**config.mk**
```make
export PLATFORM = sky130hd
export DESIGN_NAME = program_sequencer
export DESIGN_NICKNAME = d
export VERILOG_FILES = /design/src/rtl/program_sequencer.sv
export SDC_FILE = /design/constraint.sdc
export NUM_CORES = 1
export LEC_CHECK = 0
export CORE_MARGIN = 2
export CORE_UTILIZATION = 50
export CTS_BUF_LIST = sky130_fd_sc_hd__clkbuf_4 sky130_fd_sc_hd__clkbuf_8
export DETAILED_ROUTE_END_ITERATION = 10
export PLACE_DENSITY = 0.94
export SYNTH_ARGS = -nofsm -noshare
export SYNTH_HDL_FRONTEND = slang
export SYNTH_SLANG_ARGS = --single-unit
```
**constraint.sdc**
```tcl
create_clock -name Clk -period 2.15 [get_ports Clk]
set_input_delay 0.215 -clock Clk [delete_from_list [all_inputs] [get_ports Clk]]
set_output_delay 0.215 -clock Clk [all_outputs]
set_load 0.02 [all_outputs]
```
**src/rtl/program_sequencer.sv**
```systemverilog
// Multi-cycle control sequencer for the single-datapath core: owns the PC and walks each
// instruction through FETCH, EXEC, optional MEM_WAIT and WB, halting on Ack or memory timeout.

module program_sequencer_checker (
    input logic Clk,
    input logic Reset,
    input logic Busy,
    input logic Done,
    input logic Err,
    input logic MemReq,
    input logic MemWe
);

    // Structural invariants between the decoded outputs
    always @(posedge Clk) begin
        if (!Reset) begin
            assert (!(Done && Busy));
            assert (!MemWe || MemReq);
            assert (!Err || Done);
        end
    end

endmodule

module program_sequencer #(
    parameter int PC_W        = 10,
    parameter int CNT_W       = 16,
    parameter int MEM_TIMEOUT = 16
) (
    input  logic             Clk,
    input  logic             Reset,
    input  logic             Start,
    input  logic             BranchEn,
    input  logic [1:0]       TargSel,
    input  logic             LoadInst,
    input  logic             MemWrEn,
    input  logic             RegWrEn,
    input  logic             Ack,
    input  logic             Zero,
    input  logic [PC_W-1:0]  LutTarget,
    input  logic             MemDone,
    output logic [PC_W-1:0]  ProgCtr,
    output logic             InstrLd,
    output logic             RegWrStrobe,
    output logic             MemReq,
    output logic             MemWe,
    output logic             Busy,
    output logic             Done,
    output logic             Err,
    output logic [CNT_W-1:0] CycleCount
);

    localparam int WAIT_W = (MEM_TIMEOUT > 1) ? $clog2(MEM_TIMEOUT) : 1;
    localparam logic [WAIT_W-1:0] WAIT_LAST = WAIT_W'(MEM_TIMEOUT - 1);

    typedef enum logic [2:0] {
        ST_IDLE     = 3'd0,
        ST_FETCH    = 3'd1,
        ST_EXEC     = 3'd2,
        ST_MEM_WAIT = 3'd3,
        ST_WB       = 3'd4,
        ST_HALT     = 3'd5
    } state_t;

    state_t            state_r;
    state_t            state_s;
    logic [PC_W-1:0]   pc_r;
    logic [PC_W-1:0]   pc_next_s;
    logic [CNT_W-1:0]  cnt_r;
    logic [WAIT_W-1:0] wait_cnt_r;
    logic              zero_q_r;
    logic              err_r;
    logic              cond_s;
    logic              taken_s;
    logic              busy_s;
    logic              start_acc_s;
    logic              timeout_s;

    // Start is only honoured while stopped; a running program ignores it
    assign start_acc_s = ((state_r == ST_IDLE) || (state_r == ST_HALT)) && Start;
    assign busy_s      = (state_r == ST_FETCH) || (state_r == ST_EXEC) ||
                         (state_r == ST_MEM_WAIT) || (state_r == ST_WB);
    assign timeout_s   = (state_r == ST_MEM_WAIT) && !MemDone && (wait_cnt_r == WAIT_LAST);

    // Branch condition from the zero flag captured during EXEC; select 11 is reserved
    always_comb begin
        cond_s = 1'b0;
        case (TargSel)
            2'b00:   cond_s = 1'b1;
            2'b01:   cond_s = zero_q_r;
            2'b10:   cond_s = ~zero_q_r;
            default: cond_s = 1'b0;
        endcase
        taken_s = BranchEn & cond_s;
        if (taken_s) begin
            pc_next_s = LutTarget;
        end else begin
            pc_next_s = pc_r + {{(PC_W-1){1'b0}}, 1'b1};
        end
    end

    // Next-state decode
    always_comb begin
        state_s = state_r;
        case (state_r)
            ST_IDLE: begin
                if (Start) state_s = ST_FETCH;
                else       state_s = ST_IDLE;
            end
            ST_FETCH: state_s = ST_EXEC;
            ST_EXEC: begin
                if (Ack)                     state_s = ST_HALT;
                else if (LoadInst | MemWrEn) state_s = ST_MEM_WAIT;
                else                         state_s = ST_WB;
            end
            ST_MEM_WAIT: begin
                if (MemDone)        state_s = ST_WB;
                else if (timeout_s) state_s = ST_HALT;
                else                state_s = ST_MEM_WAIT;
            end
            ST_WB: state_s = ST_FETCH;
            ST_HALT: begin
                if (Start) state_s = ST_FETCH;
                else       state_s = ST_HALT;
            end
            default: state_s = ST_IDLE;
        endcase
    end

    // State register
    always_ff @(posedge Clk or posedge Reset) begin
        if (Reset) state_r <= ST_IDLE;
        else       state_r <= state_s;
    end

    // Program counter: cleared on Start, advanced only on WB exit
    always_ff @(posedge Clk or posedge Reset) begin
        if (Reset)                 pc_r <= {PC_W{1'b0}};
        else if (start_acc_s)      pc_r <= {PC_W{1'b0}};
        else if (state_r == ST_WB) pc_r <= pc_next_s;
        else                       pc_r <= pc_r;
    end

    // Saturating run-cycle counter, frozen while stopped
    always_ff @(posedge Clk or posedge Reset) begin
        if (Reset)                                 cnt_r <= {CNT_W{1'b0}};
        else if (start_acc_s)                      cnt_r <= {CNT_W{1'b0}};
        else if (busy_s && (cnt_r != {CNT_W{1'b1}})) cnt_r <= cnt_r + {{(CNT_W-1){1'b0}}, 1'b1};
        else                                       cnt_r <= cnt_r;
    end

    // Zero flag latch for the WB branch decision
    always_ff @(posedge Clk or posedge Reset) begin
        if (Reset)                   zero_q_r <= 1'b0;
        else if (state_r == ST_EXEC) zero_q_r <= Zero;
        else                         zero_q_r <= zero_q_r;
    end

    // Memory wait counter; restarted each time EXEC dispatches
    always_ff @(posedge Clk or posedge Reset) begin
        if (Reset)                   wait_cnt_r <= {WAIT_W{1'b0}};
        else if (state_r == ST_EXEC) wait_cnt_r <= {WAIT_W{1'b0}};
        else if ((state_r == ST_MEM_WAIT) && !MemDone && (wait_cnt_r != WAIT_LAST))
                                     wait_cnt_r <= wait_cnt_r + {{(WAIT_W-1){1'b0}}, 1'b1};
        else                         wait_cnt_r <= wait_cnt_r;
    end

    // Error flag: set entering HALT on timeout, held until the next Start
    always_ff @(posedge Clk or posedge Reset) begin
        if (Reset)            err_r <= 1'b0;
        else if (start_acc_s) err_r <= 1'b0;
        else if (timeout_s)   err_r <= 1'b1;
        else                  err_r <= err_r;
    end

    assign ProgCtr     = pc_r;
    assign CycleCount  = cnt_r;
    assign InstrLd     = (state_r == ST_FETCH);
    assign RegWrStrobe = (state_r == ST_WB) & RegWrEn;
    assign MemReq      = (state_r == ST_MEM_WAIT);
    assign MemWe       = (state_r == ST_MEM_WAIT) & MemWrEn;
    assign Busy        = busy_s;
    assign Done        = (state_r == ST_HALT);
    assign Err         = err_r;

    program_sequencer_checker u_checker (
        .Clk    (Clk),
        .Reset  (Reset),
        .Busy   (Busy),
        .Done   (Done),
        .Err    (Err),
        .MemReq (MemReq),
        .MemWe  (MemWe)
    );

endmodule

```
==> flow_metrics.tcl <==
set metrics [dict create \
    outcome "complete, no violations" \
    worstPathRequired_ns 1.93 \
    numClockSinks 35 \
    overflow 0 \
    synthArstFlopShare_pct 100.0 \
    ys_types 50 \
    synth_top_area_share_pct 41.69 \
    initialDrtViolationCount 170 \
    netlist_instances 236 \
    area_growth_pct 35.20 \
    synthXorXnorAreaFrac_pct 1.668 \
    skew_ns 0.003476 \
    synthesis.area_mm2 0.002101 \
    finalHoldViolations 0 \
    arrival_ns 1.78 \
    synth_sequential_area_ratio_pct 41.69 \
    wirelength_mm 5.339 \
    grt_use_total_pct 23.79 \
    diodes 0 \
    num_rows 23 \
    drive_gt1_share_pct 10.17 \
    ant_nets 0 \
    grt_pass1_vias 1898 \
    worstSetupPathType "register to output pin" \
    cp_max_fo 12 \
    layout.nets 319 \
    synth.avg_cell_area_um2 8.902 \
    synth_compound_area_share_pct 20.55 \
    dp_hpwl_mm 3.700 \
    core_mm2 0.004029 \
    routed_via_density 6.186 \
    cp-start-kind "register" \
    finalSetupViolCount 0 \
    slew_violations 0 \
    initial_core_util_pct 52.14 \
    worst_slew_pin_slew_ns 0.5155 \
    yosys_warnings 0 \
    yosysTopAreaCell "dfrtp_1" \
    postSynthNetCount 261 \
    ys_ff_latch 35 \
    powerDensity_mw_per_mm2 1091 \
    io-pin-count 55 \
    p_leak_nw 1.104 \
    synthSimpleGateAreaFrac_pct 26.98 \
    die_w_um 68.82 \
    max_freq_mhz 502.3 \
    drt_first_pass_iters 5 \
    cts_tree "built" \
    setup_tns_ns 0 \
    cts.htree.levels 2 \
    maxCapViolations 0 \
    clkLatencyLatePin_ns 0.29 \
    drcViolationCount 0 \
    clk_pin_slew_worst_paths_ns 0.07 \
    synthTopCellsByArea "dfrtp_1 42%, a21oi_1 7.1%, nand3_1 3.1%, nand2_1 3.0%, mux2i_1 2.9%" \
    fin_area_mm2 0.002840 \
    rsz0062_at_grt "false" \
    synth_most_common_cell "dfrtp_1" \
    grt_max_degree 36 \
    numPortBuffers 54 \
    place.gp.congestion 0.8612 \
    endpoint_kind "output pin" \
    grt_pass1_wl_mm 8.507 \
    muxShareOfSynthArea_pct 3.395 \
    synth-edff-count 0 \
    die-area_mm2 0.004736 \
    cts_buffer_depth 2 \
    post_drt_wl_per_cell_um 15.48 \
    post_cts_buffers 0 \
    synth_fa_ha_area_share_pct 1.787 \
    timing.final.crit_share_pct 92.59 \
    fin_crit_ns 1.991 \
    place_area_mm2 0.002711 \
    hp-class "input pin to asynchronous set/reset pin" \
    p_total_mw 3.097 \
    synth_top_family_by_area "simple AND/OR/NAND/NOR gates" \
    synth_ff_type "dfrtp_1" \
    peakVddDrop_mv 0.6184 \
    die_h_um 68.82 \
    num_vias 2134 \
    cts-root-buf "clkbuf_8" \
    synthTopCellsByCount "35 x dfrtp_1, 30 x a21oi_1, 17 x nand2_1" \
    antenna_found_initial 0 \
    cts_buffers 5 \
    slew_headroom_pct 65.32 \
]
==> sequential cells by signal, summed over array words and instances (netlist names) <==
signal      cells
state_r         3
wait_cnt_r      4
ProgCtr        10
CycleCount     16
Err             1
zero_q_r        1
==> stage by stage <==
step	hold WS (ns)	worst slack, ns	cells	util (%)
after floorplan	0.3667	0.2590	236	-
after global placement	0.4937	0.3579	337	67.30
after detailed placement	0.5171	0.3066	337	67.30
after CTS	0.3455	0.007665	345	70.25
after global routing	0.3831	0.06271	345	70.50
final	0.3285	0.1593	345	70.50
==> area by class of cell <==
| type | count | area, µm² |
|---|---|---|
| timing repair buffer | 61 | 595.6 |
| clock inverter | 2 | 35.03 |
| fill | 320 | 1189 |
| inverter | 10 | 37.54 |
| sequential | 35 | 879.6 |
| multi-input combinational | 181 | 1147 |
| clock buffer | 6 | 82.58 |
| tap | 50 | 62.56 |
==> report_power, final <==
group	total, mW	switching [mW]	internal [mW]	leakage, nW
clock network	0.622	0.247	0.375	0.0612
registers	1.05	0.238	0.814	0.472
logic	1.42	0.783	0.640	0.571
==> placed cells by master, fill, tap and decap left out, types with 8 or more instances in the layout <==
cell type and count:
a21oi_1 30, clkdlybuf4s50_1 53, dfrtp_1 32, inv_1 10
nand2_1 17, nand3_1 13, nand4_1 8, nor2_1 9
nor3_1 8, o21ai_0 9
==> path summary, 6_finish.rpt <==
path / from / end / slack [ns] / cells past startpoint
max reg2reg: CycleCount[0]$_DFFE_PP0P_ / CycleCount[14]$_DFFE_PP0P_ / 0.28 / 5
min in group Clk: Err$_DFFE_PP0P_ / Err$_DFFE_PP0P_ / 0.52 / 2
min reg2reg: Err$_DFFE_PP0P_ / Err$_DFFE_PP0P_ / 0.52 / 2
min: Reset / CycleCount[11]$_DFFE_PP0P_ / 0.33 / 3
max: state_r[2]$_DFF_PP0_ / MemReq / 0.16 / 3
max in group asynchronous: Reset / state_r[0]$_DFF_PP0_ / 1.48 / 3
==> critical path: stages (launching register included) <==
cell and delay, ns:
dfrtp_2 0.49, nor2b_1 0.19, and2_1 0.18, clkdlybuf4s50_1 0.61
==> what timing repair did <==
action	in CTS	in global routing
endpoints found under the setup margin	1	2
resized for setup	1	4
hold buffers	0	0
endpoints found under the hold margin	0	0
==> cell families (layout without fill, tap and decap cells) <==
family	count (synthesis)	in the layout
DFF	35	35
adders and majority gates	3	3
xor gates and xnor gates	4	4
AOI/OAI and AO/OA	70	70
muxes	7	7
and+or+nand+nor	97	97
buffers and inverters	20	79
==> layer usage <==
| layer | GRT usage [%] | vias up | share of wire [%] |
|---|---|---|---|
| li1 | - | 1009 | - |
| met1 | 31.35 | 1020 | 43 |
| met2 | 37.38 | 96 | 48 |
| met3 | 5.357 | 9 | 7.0 |
| met4 | 10.54 | 0 | 1.7 |
| met5 | 0 | - | 0 |
Note: power is estimated with default switching activity, not from simulation.
